===== src/rtl/btc_pkg.sv =====
// Shared types and widths for the nonce search slice.
//   NONCE_W / HASH_W : nonce and hash/target widths
//   nonce_t / hash_t : vectors of those widths
//   state_t          : search controller states
package btc_pkg;

  localparam int NONCE_W = 32;
  localparam int HASH_W  = 256;

  typedef logic [NONCE_W-1:0] nonce_t;
  typedef logic [HASH_W-1:0]  hash_t;

  typedef enum logic [1:0] {
    S_IDLE,
    S_ISSUE,
    S_WAIT,
    S_CHECK
  } state_t;

endpackage


===== src/rtl/nonce_search_ctrl_if.sv =====
// Hash-core handshake between the search controller (master) and the
// SHA-256d core (slave).
//   hc_start : 1-cycle request pulse, master -> core
//   hc_nonce : nonce to hash, held stable by the master until the result is checked
//   hc_done  : 1-cycle result pulse, core -> master
//   hc_hash  : result hash, valid with hc_done
interface nonce_search_ctrl_if;
  import btc_pkg::*;

  logic   hc_start;
  nonce_t hc_nonce;
  logic   hc_done;
  hash_t  hc_hash;

  modport master (output hc_start, output hc_nonce, input hc_done, input hc_hash);
  modport slave  (input hc_start, input hc_nonce, output hc_done, output hc_hash);

endinterface


===== src/rtl/hash_target_cmp.sv =====
// Combinational hash-vs-target comparator.
//   hash   : registered hash from the core
//   target : latched search target
//   hit    : hash strictly below target (unsigned, full width); equality is no hit
module hash_target_cmp
  import btc_pkg::*;
(
  input  hash_t hash,
  input  hash_t target,
  output logic  hit
);

  assign hit = (hash < target);

endmodule


===== src/rtl/nonce_search_ctrl.sv =====
// Nonce-range search controller: walks nonces first..last (inclusive), issues
// each to the hash core, compares the result with the target and stops on the
// first hit, on range end, on a core timeout or on abort.
//   clk, rst_n          : clock, synchronous active-low reset
//   cfg_start/cfg_abort : start (sampled in IDLE) / abort (any busy state)
//   cfg_target, cfg_nonce_first, cfg_nonce_last : search setup, latched at start
//   ctrl_busy/done/found/err : status; done is a 1-cycle pulse per search
//   golden_nonce/golden_hash : hit result, valid while ctrl_found
//   nonce_count         : hashes checked this search (saturating)
//   hc                  : hash-core handshake (master side)
module nonce_search_ctrl
  import btc_pkg::*;
#(
  parameter int unsigned TIMEOUT_CYC = 1024  // 0 disables the WAIT timeout
) (
  input  logic        clk,
  input  logic        rst_n,
  input  logic        cfg_start,
  input  logic        cfg_abort,
  input  hash_t       cfg_target,
  input  nonce_t      cfg_nonce_first,
  input  nonce_t      cfg_nonce_last,
  output logic        ctrl_busy,
  output logic        ctrl_done,
  output logic        ctrl_found,
  output logic        ctrl_err,
  output nonce_t      golden_nonce,
  output hash_t       golden_hash,
  output logic [31:0] nonce_count,
  nonce_search_ctrl_if.master hc
);

  state_t      state, state_nxt;
  hash_t       target_q, hash_q;
  nonce_t      last_q, nonce_q;
  logic [31:0] wait_cnt;
  logic        done_q, found_q, err_q;
  logic        hit, abort, empty_range, timeout, is_last;

  hash_target_cmp u_cmp (
    .hash   (hash_q),
    .target (target_q),
    .hit    (hit)
  );

  assign abort       = (state != S_IDLE) && cfg_abort;
  assign empty_range = (cfg_nonce_first > cfg_nonce_last);
  assign timeout     = (TIMEOUT_CYC != 0) && (wait_cnt == TIMEOUT_CYC - 32'd1);
  // Range end is tested before incrementing, so last = all-ones never wraps.
  assign is_last     = (nonce_q == last_q);

  // State register.
  always_ff @(posedge clk) begin
    // NOTE: sequential state uses non-blocking assignments so every register
    // samples pre-edge values, independent of process ordering.
    if (!rst_n) state <= S_IDLE;
    else        state <= state_nxt;
  end

  // Next-state logic; abort overrides any same-cycle hc_done or hit.
  always_comb begin
    // NOTE: default assignment first so no path leaves state_nxt unassigned
    // (which would infer a latch).
    state_nxt = state;
    if (abort) begin
      state_nxt = S_IDLE;
    end else begin
      unique case (state)
        S_IDLE:  if (cfg_start && !empty_range) state_nxt = S_ISSUE;
        S_ISSUE: state_nxt = S_WAIT;
        S_WAIT:  if (hc.hc_done) state_nxt = S_CHECK;
                 else if (timeout) state_nxt = S_IDLE;
        S_CHECK: state_nxt = (hit || is_last) ? S_IDLE : S_ISSUE;
        default: state_nxt = S_IDLE;
      endcase
    end
  end

  // Outputs decoded from state.
  always_comb begin
    ctrl_busy   = (state != S_IDLE);
    hc.hc_start = (state == S_ISSUE);
  end

  assign hc.hc_nonce = nonce_q;
  assign ctrl_done   = done_q;
  assign ctrl_found  = found_q;
  assign ctrl_err    = err_q;

  // Datapath: latched config, nonce iterator, timeout counter, results.
  always_ff @(posedge clk) begin
    if (!rst_n) begin
      target_q     <= '0;
      last_q       <= '0;
      nonce_q      <= '0;
      hash_q       <= '0;
      wait_cnt     <= '0;
      done_q       <= 1'b0;
      found_q      <= 1'b0;
      err_q        <= 1'b0;
      golden_nonce <= '0;
      golden_hash  <= '0;
      nonce_count  <= '0;
    end else begin
      done_q <= 1'b0;
      if (abort) begin
        // Count is kept; a result arriving this same cycle is dropped.
        done_q  <= 1'b1;
        found_q <= 1'b0;
        err_q   <= 1'b0;
      end else begin
        unique case (state)
          S_IDLE: begin
            if (cfg_start) begin
              target_q     <= cfg_target;
              last_q       <= cfg_nonce_last;
              nonce_q      <= cfg_nonce_first;
              found_q      <= 1'b0;
              err_q        <= 1'b0;
              nonce_count  <= '0;
              golden_nonce <= '0;
              golden_hash  <= '0;
              if (empty_range) done_q <= 1'b1;
            end
          end
          S_ISSUE: wait_cnt <= '0;
          S_WAIT: begin
            if (hc.hc_done) begin
              hash_q <= hc.hc_hash;
              if (nonce_count != '1) nonce_count <= nonce_count + 32'd1;
            end else if (timeout) begin
              err_q  <= 1'b1;
              done_q <= 1'b1;
            end else begin
              wait_cnt <= wait_cnt + 32'd1;
            end
          end
          S_CHECK: begin
            if (hit) begin
              golden_nonce <= nonce_q;
              golden_hash  <= hash_q;
              found_q      <= 1'b1;
              done_q       <= 1'b1;
            end else if (is_last) begin
              done_q <= 1'b1;
            end else begin
              nonce_q <= nonce_q + 1'b1;
            end
          end
          default: ;
        endcase
      end
    end
  end

endmodule


===== src/flat_wrapper.sv =====
// flat-port wrapper written by rule: the top's interface ports become plain ports
module nonce_search_ctrl_flat import btc_pkg::*;
#(
  parameter int unsigned TIMEOUT_CYC = 1024                                
)
  (clk, rst_n, cfg_start, cfg_abort, cfg_target, cfg_nonce_first, cfg_nonce_last, ctrl_busy, ctrl_done, ctrl_found, ctrl_err, golden_nonce, golden_hash, nonce_count, hc_hc_start, hc_hc_nonce, hc_hc_done, hc_hc_hash);
  nonce_search_ctrl_if hc_i ();
  input  logic clk;
  input  logic rst_n;
  input  logic cfg_start;
  input  logic cfg_abort;
  input  hash_t cfg_target;
  input  nonce_t cfg_nonce_first;
  input  nonce_t cfg_nonce_last;
  output logic ctrl_busy;
  output logic ctrl_done;
  output logic ctrl_found;
  output logic ctrl_err;
  output nonce_t golden_nonce;
  output hash_t golden_hash;
  output logic [31:0] nonce_count;
  output wire logic [$bits(hc_i.hc_start)-1:0] hc_hc_start;
  output wire logic [$bits(hc_i.hc_nonce)-1:0] hc_hc_nonce;
  input wire logic [$bits(hc_i.hc_done)-1:0] hc_hc_done;
  input wire logic [$bits(hc_i.hc_hash)-1:0] hc_hc_hash;
  assign hc_hc_start = hc_i.hc_start;
  assign hc_hc_nonce = hc_i.hc_nonce;
  assign hc_i.hc_done = hc_hc_done;
  assign hc_i.hc_hash = hc_hc_hash;
  nonce_search_ctrl #(.TIMEOUT_CYC(TIMEOUT_CYC)) u_core (.clk(clk), .rst_n(rst_n), .cfg_start(cfg_start), .cfg_abort(cfg_abort), .cfg_target(cfg_target), .cfg_nonce_first(cfg_nonce_first), .cfg_nonce_last(cfg_nonce_last), .ctrl_busy(ctrl_busy), .ctrl_done(ctrl_done), .ctrl_found(ctrl_found), .ctrl_err(ctrl_err), .golden_nonce(golden_nonce), .golden_hash(golden_hash), .nonce_count(nonce_count), .hc(hc_i));
endmodule

===== config.mk =====
export PLATFORM = sky130hd
export DESIGN_NAME = nonce_search_ctrl_flat
export DESIGN_NICKNAME = d
export VERILOG_FILES = /design/src/rtl/btc_pkg.sv /design/src/rtl/nonce_search_ctrl_if.sv /design/src/rtl/hash_target_cmp.sv /design/src/rtl/nonce_search_ctrl.sv /design/src/flat_wrapper.sv
export SDC_FILE = /design/constraint.sdc
export NUM_CORES = 2
export LEC_CHECK = 0
export ABC_AREA = 1
export BUFFER_PORTS_ARGS = -buffer_cell sky130_fd_sc_hd__buf_2
export CORE_AREA = 2 2 369 371
export DETAILED_ROUTE_END_ITERATION = 8
export DIE_AREA = 0 0 371 373
export PLACE_DENSITY = 0.54
export SLEW_MARGIN = 0
export SYNTH_ARGS = -nofsm -noshare
export SYNTH_HDL_FRONTEND = slang
export SYNTH_SLANG_ARGS = --single-unit
export TNS_END_PERCENT = 1

===== constraint.sdc =====
create_clock -name clk -period 3.1 [get_ports clk]
set_input_delay 0.155 -clock clk [delete_from_list [all_inputs] [get_ports clk]]
set_output_delay 0.155 -clock clk [all_outputs]
set_load 0.005 [all_outputs]

==> flow_summary.yaml <==
outcome:
  outcome: "complete, but fails checks"
  failed_checks: "negative setup slack"
worst_setup_path:
  crit_required_ns: 3.75
  crit_slowest_cell: "dfxtp_1"
  reg2reg_to: "u_core.golden_hash[239]$_SDFFE_PN0P_"
  start_kind: "flop"
  end_kind: "flop"
  reg2regPathDepth: 19
  path_max_fanout: 6
  r2r_slack_ns: -0.01
  path_cells: "ha_4 -> buf_4 -> nand3_2 -> nor3_4 -> nand3_2 -> nor2_4 -> nand4_1 -> nor3_2 -> buf_4 -> nand2_4 -> nand3_4 -> nand2_8 -> buf_6 -> buf_12 -> clkbuf_16 -> clkbuf_16 -> nand3_1 -> nand2_1 -> nor2_1"
  arrival_ns: 3.77
  cp_slowest_stage_delay_ns: 0.35
  r2r-start: "u_core.hash_q[173]$_SDFFE_PN0P_"
  critical_path_class: "flop to flop"
timing:
  maxSlewViolCount: 0
  rsz0062_at_grt: "yes"
  clock_skew_ns: 0.0380
  fin_crit_ns: 3.11
  worst_hold_slack_ns: 0.185
  hold_viol: 0
  setup_viol: 13
  fmaxAchievable_mhz: 321
  setup_slack_ns: -0.0144
  fin_crit_sh: 1.00
  timing.slew.headroom: 0.244
  tightestPinTransition_ns: 1.13
global_route:
  grt_overflow: 0
  grt_max_degree: 191
  grt_pass1_wl_um: 262000
  track_usage: 0.242
  grt_pass1_vias: 44500
  antenna_found_initial: 31
route:
  route.met3.wl_um: 10400
  top_layer: "met5"
  wl_um: 178000
  wl_met2_um: 82800
  vias: 46900
  ant_nets: 0
  m1WireLength_um: 75400
  first_pass_iters: 6
  drc: 0
  drt_iter0_drc: 3318
  wl_per_cell_um: 18.8
  vias_per_cell: 4.95
worst_hold_path:
  hold_end: "u_core.hash_q[81]$_SDFFE_PN0P_"
  min_path_type: "input pin to flop"
  hold_start: "hc_hc_hash[81]"
  whs_path_depth: 4
logic_synthesis:
  synth_seq_area_share: 0.423
  yosysWarningCount: 0
  syn-num-nets: 7051
  async_flop_share: 0
  synth_edf_count: 0
  syn_avg_cell_area_um2: 7.15
  synth_top_flop_cell: "dfxtp_1"
  syn_inst: 6180
  synth_seq_cells: 933
  syn-cell-area_mm2: 0.0442
  synth_cell_type_count: 60
floorplanning:
  core_mm2: 0.135
  die_y_um: 373
  ios: 938
  std_cell_rows: 135
  die_w_um: 371
  dieArea_mm2: 0.138
  start_util: 0.328
final_layout:
  syn_to_final_growth_pct: 39.8
  most-common-layout-cells: "986 x nor2_1, 957 x nand2_1, 936 x buf_2"
  n_fill_cell: 13400
  final_area_mm2: 0.0618
  utilization: 0.459
  nNetsFinal: 8454
  drive_gt1_frac: 0.189
  multi_input_area_mm2: 0.0225
  layoutNonFillerInstCount: 9466
  seq_area_mm2: 0.0187
  final_common_cell: "nor2_1"
power:
  p_switching_uw: 17400
  leakagePower_uw: 0.0286
  seqPwrFrac: 0.354
  comb_power_share: 0.367
  swShare: 0.374
  clkPwrFrac: 0.279
  ir_worst_vdd_uv: 443
  powerDensity_mw_per_mm2: 752
  p_int_uw: 29100
clock_network:
  cts_root_buf: "clkbuf_16"
  ctsHtreeMaxLevel: 3
  cts.sinks: 933
  clkTransAtPathRegs_ns: 0.06
  clock_latency_ns: 0.73
  numCtsBuffers: 109
  cts_tree: "yes"
  clockBufferDepth: 3
placed_design:
  dp_hpwl_um: 122000
  placedCellCount: 8630
  port_buffers: 937
  place_area_mm2: 0.0509
  place.gp.congestion: 0.904
flow_run:
  cap_viol_max_count: 0
## sequential cells by signal (all words and copies together), names as in the netlist
name                 flops
u_core.ctrl_done         1
u_core.ctrl_err          1
u_core.ctrl_found        1
u_core.golden_hash     256
u_core.golden_nonce     32
u_core.hash_q          256
u_core.hc.hc_nonce      32
u_core.last_q           32
u_core.nonce_count      32
u_core.state             2
u_core.target_q        256
u_core.wait_cnt         32
## repair_timing
action,in CTS,in global routing
pin swaps,7,24
hold buffers,590,0
cloned,7,15
endpoints found under the setup margin,323,318
endpoints found under the hold margin,597,0
buffers inserted,5,10
gates resized for setup,34,141
## cell families after synthesis
family / after synthesis / share of synthesized area
flops: 933 / 0.423
simple gates: 2530 / 0.237
compound gates: 1480 / 0.172
buf+inv: 918 / 0.0804
xor+xnor: 29 / 0.00575
fa+ha+maj: 290 / 0.0821
## power groups by stage
stage | combinational (µW) | sequential (µW) | clock [µW]
global placement | 14500 | 16600 | 0
detailed placement | 14700 | 16600 | 0
CTS | 16000 | 16400 | 13200
global route | 19000 | 16600 | 13700
finish | 17100 | 16400 | 13000
floorplan | 9200 | 16100 | 0
## cells in the mapped netlist, drive strengths merged, types with 63 or more instances
master | n | area [µm²]
a21oi | 768 | 3850
buf | 103 | 494
clkbuf | 298 | 1120
dfxtp | 933 | 18700
ha | 290 | 3630
inv | 515 | 1930
nand2 | 973 | 3660
nand3 | 376 | 1910
nand4 | 71 | 450
nor2 | 1006 | 3800
nor3 | 63 | 342
o21ai | 640 | 3200
## worst max-delay path: cells and delay by family, from the launching register on
kind          cells  cell delay, ns
fa+ha+maj         1            0.28
buf+inv           6            0.85
flops             1            0.35
simple gates     12            1.53
## layout make-up
cell class                      count  area share
Antenna cell                       18    0.000729
Timing Repair Buffer             1693       0.207
Inverter                          517      0.0319
Sequential cell                   933       0.302
Clock inverter                     35     0.00583
Tap cell                         1781      0.0361
Clock buffer                      160      0.0518
Multi-Input combinational cell   4329       0.365
## how the worst max path moves through the flow
stage               cells after the start  slack [ns]                         startpoint                              endpoint
CTS                                    22      0.0004   u_core.target_q[15]$_SDFFE_PN0P_  u_core.golden_hash[117]$_SDFFE_PN0P_
global placement                       20       -0.40     u_core.hash_q[11]$_SDFFE_PN0P_   u_core.golden_hash[33]$_SDFFE_PN0P_
detailed placement                     20       -0.40     u_core.hash_q[11]$_SDFFE_PN0P_  u_core.golden_hash[112]$_SDFFE_PN0P_
finish                                 19       -0.01    u_core.hash_q[173]$_SDFFE_PN0P_  u_core.golden_hash[239]$_SDFFE_PN0P_
global route                           19       -0.16    u_core.hash_q[173]$_SDFFE_PN0P_  u_core.golden_hash[146]$_SDFFE_PN0P_
floorplan                              15        0.87  u_core.target_q[223]$_SDFFE_PN0P_  u_core.golden_hash[235]$_SDFFE_PN0P_
## through the flow
step / setup TNS, ns / total power, µW / setup slack, ns
detailed placement: -107.28 / 31300 / -0.405
global route: -23.93 / 49300 / -0.155
finish: -0.0900 / 46400 / -0.0144
global placement: -101.65 / 31100 / -0.398
CTS: 0 / 45600 / 0.000383
floorplan: 0 / 25300 / 0.870
## layer usage
layer / vias up / track usage
li1: 23200 / -
met1: 21700 / 0.301
met2: 1538 / 0.398
met3: 415 / 0.0447
met4: 26 / 0.123
met5: - / 0
Power figures use the tool's default switching activity.
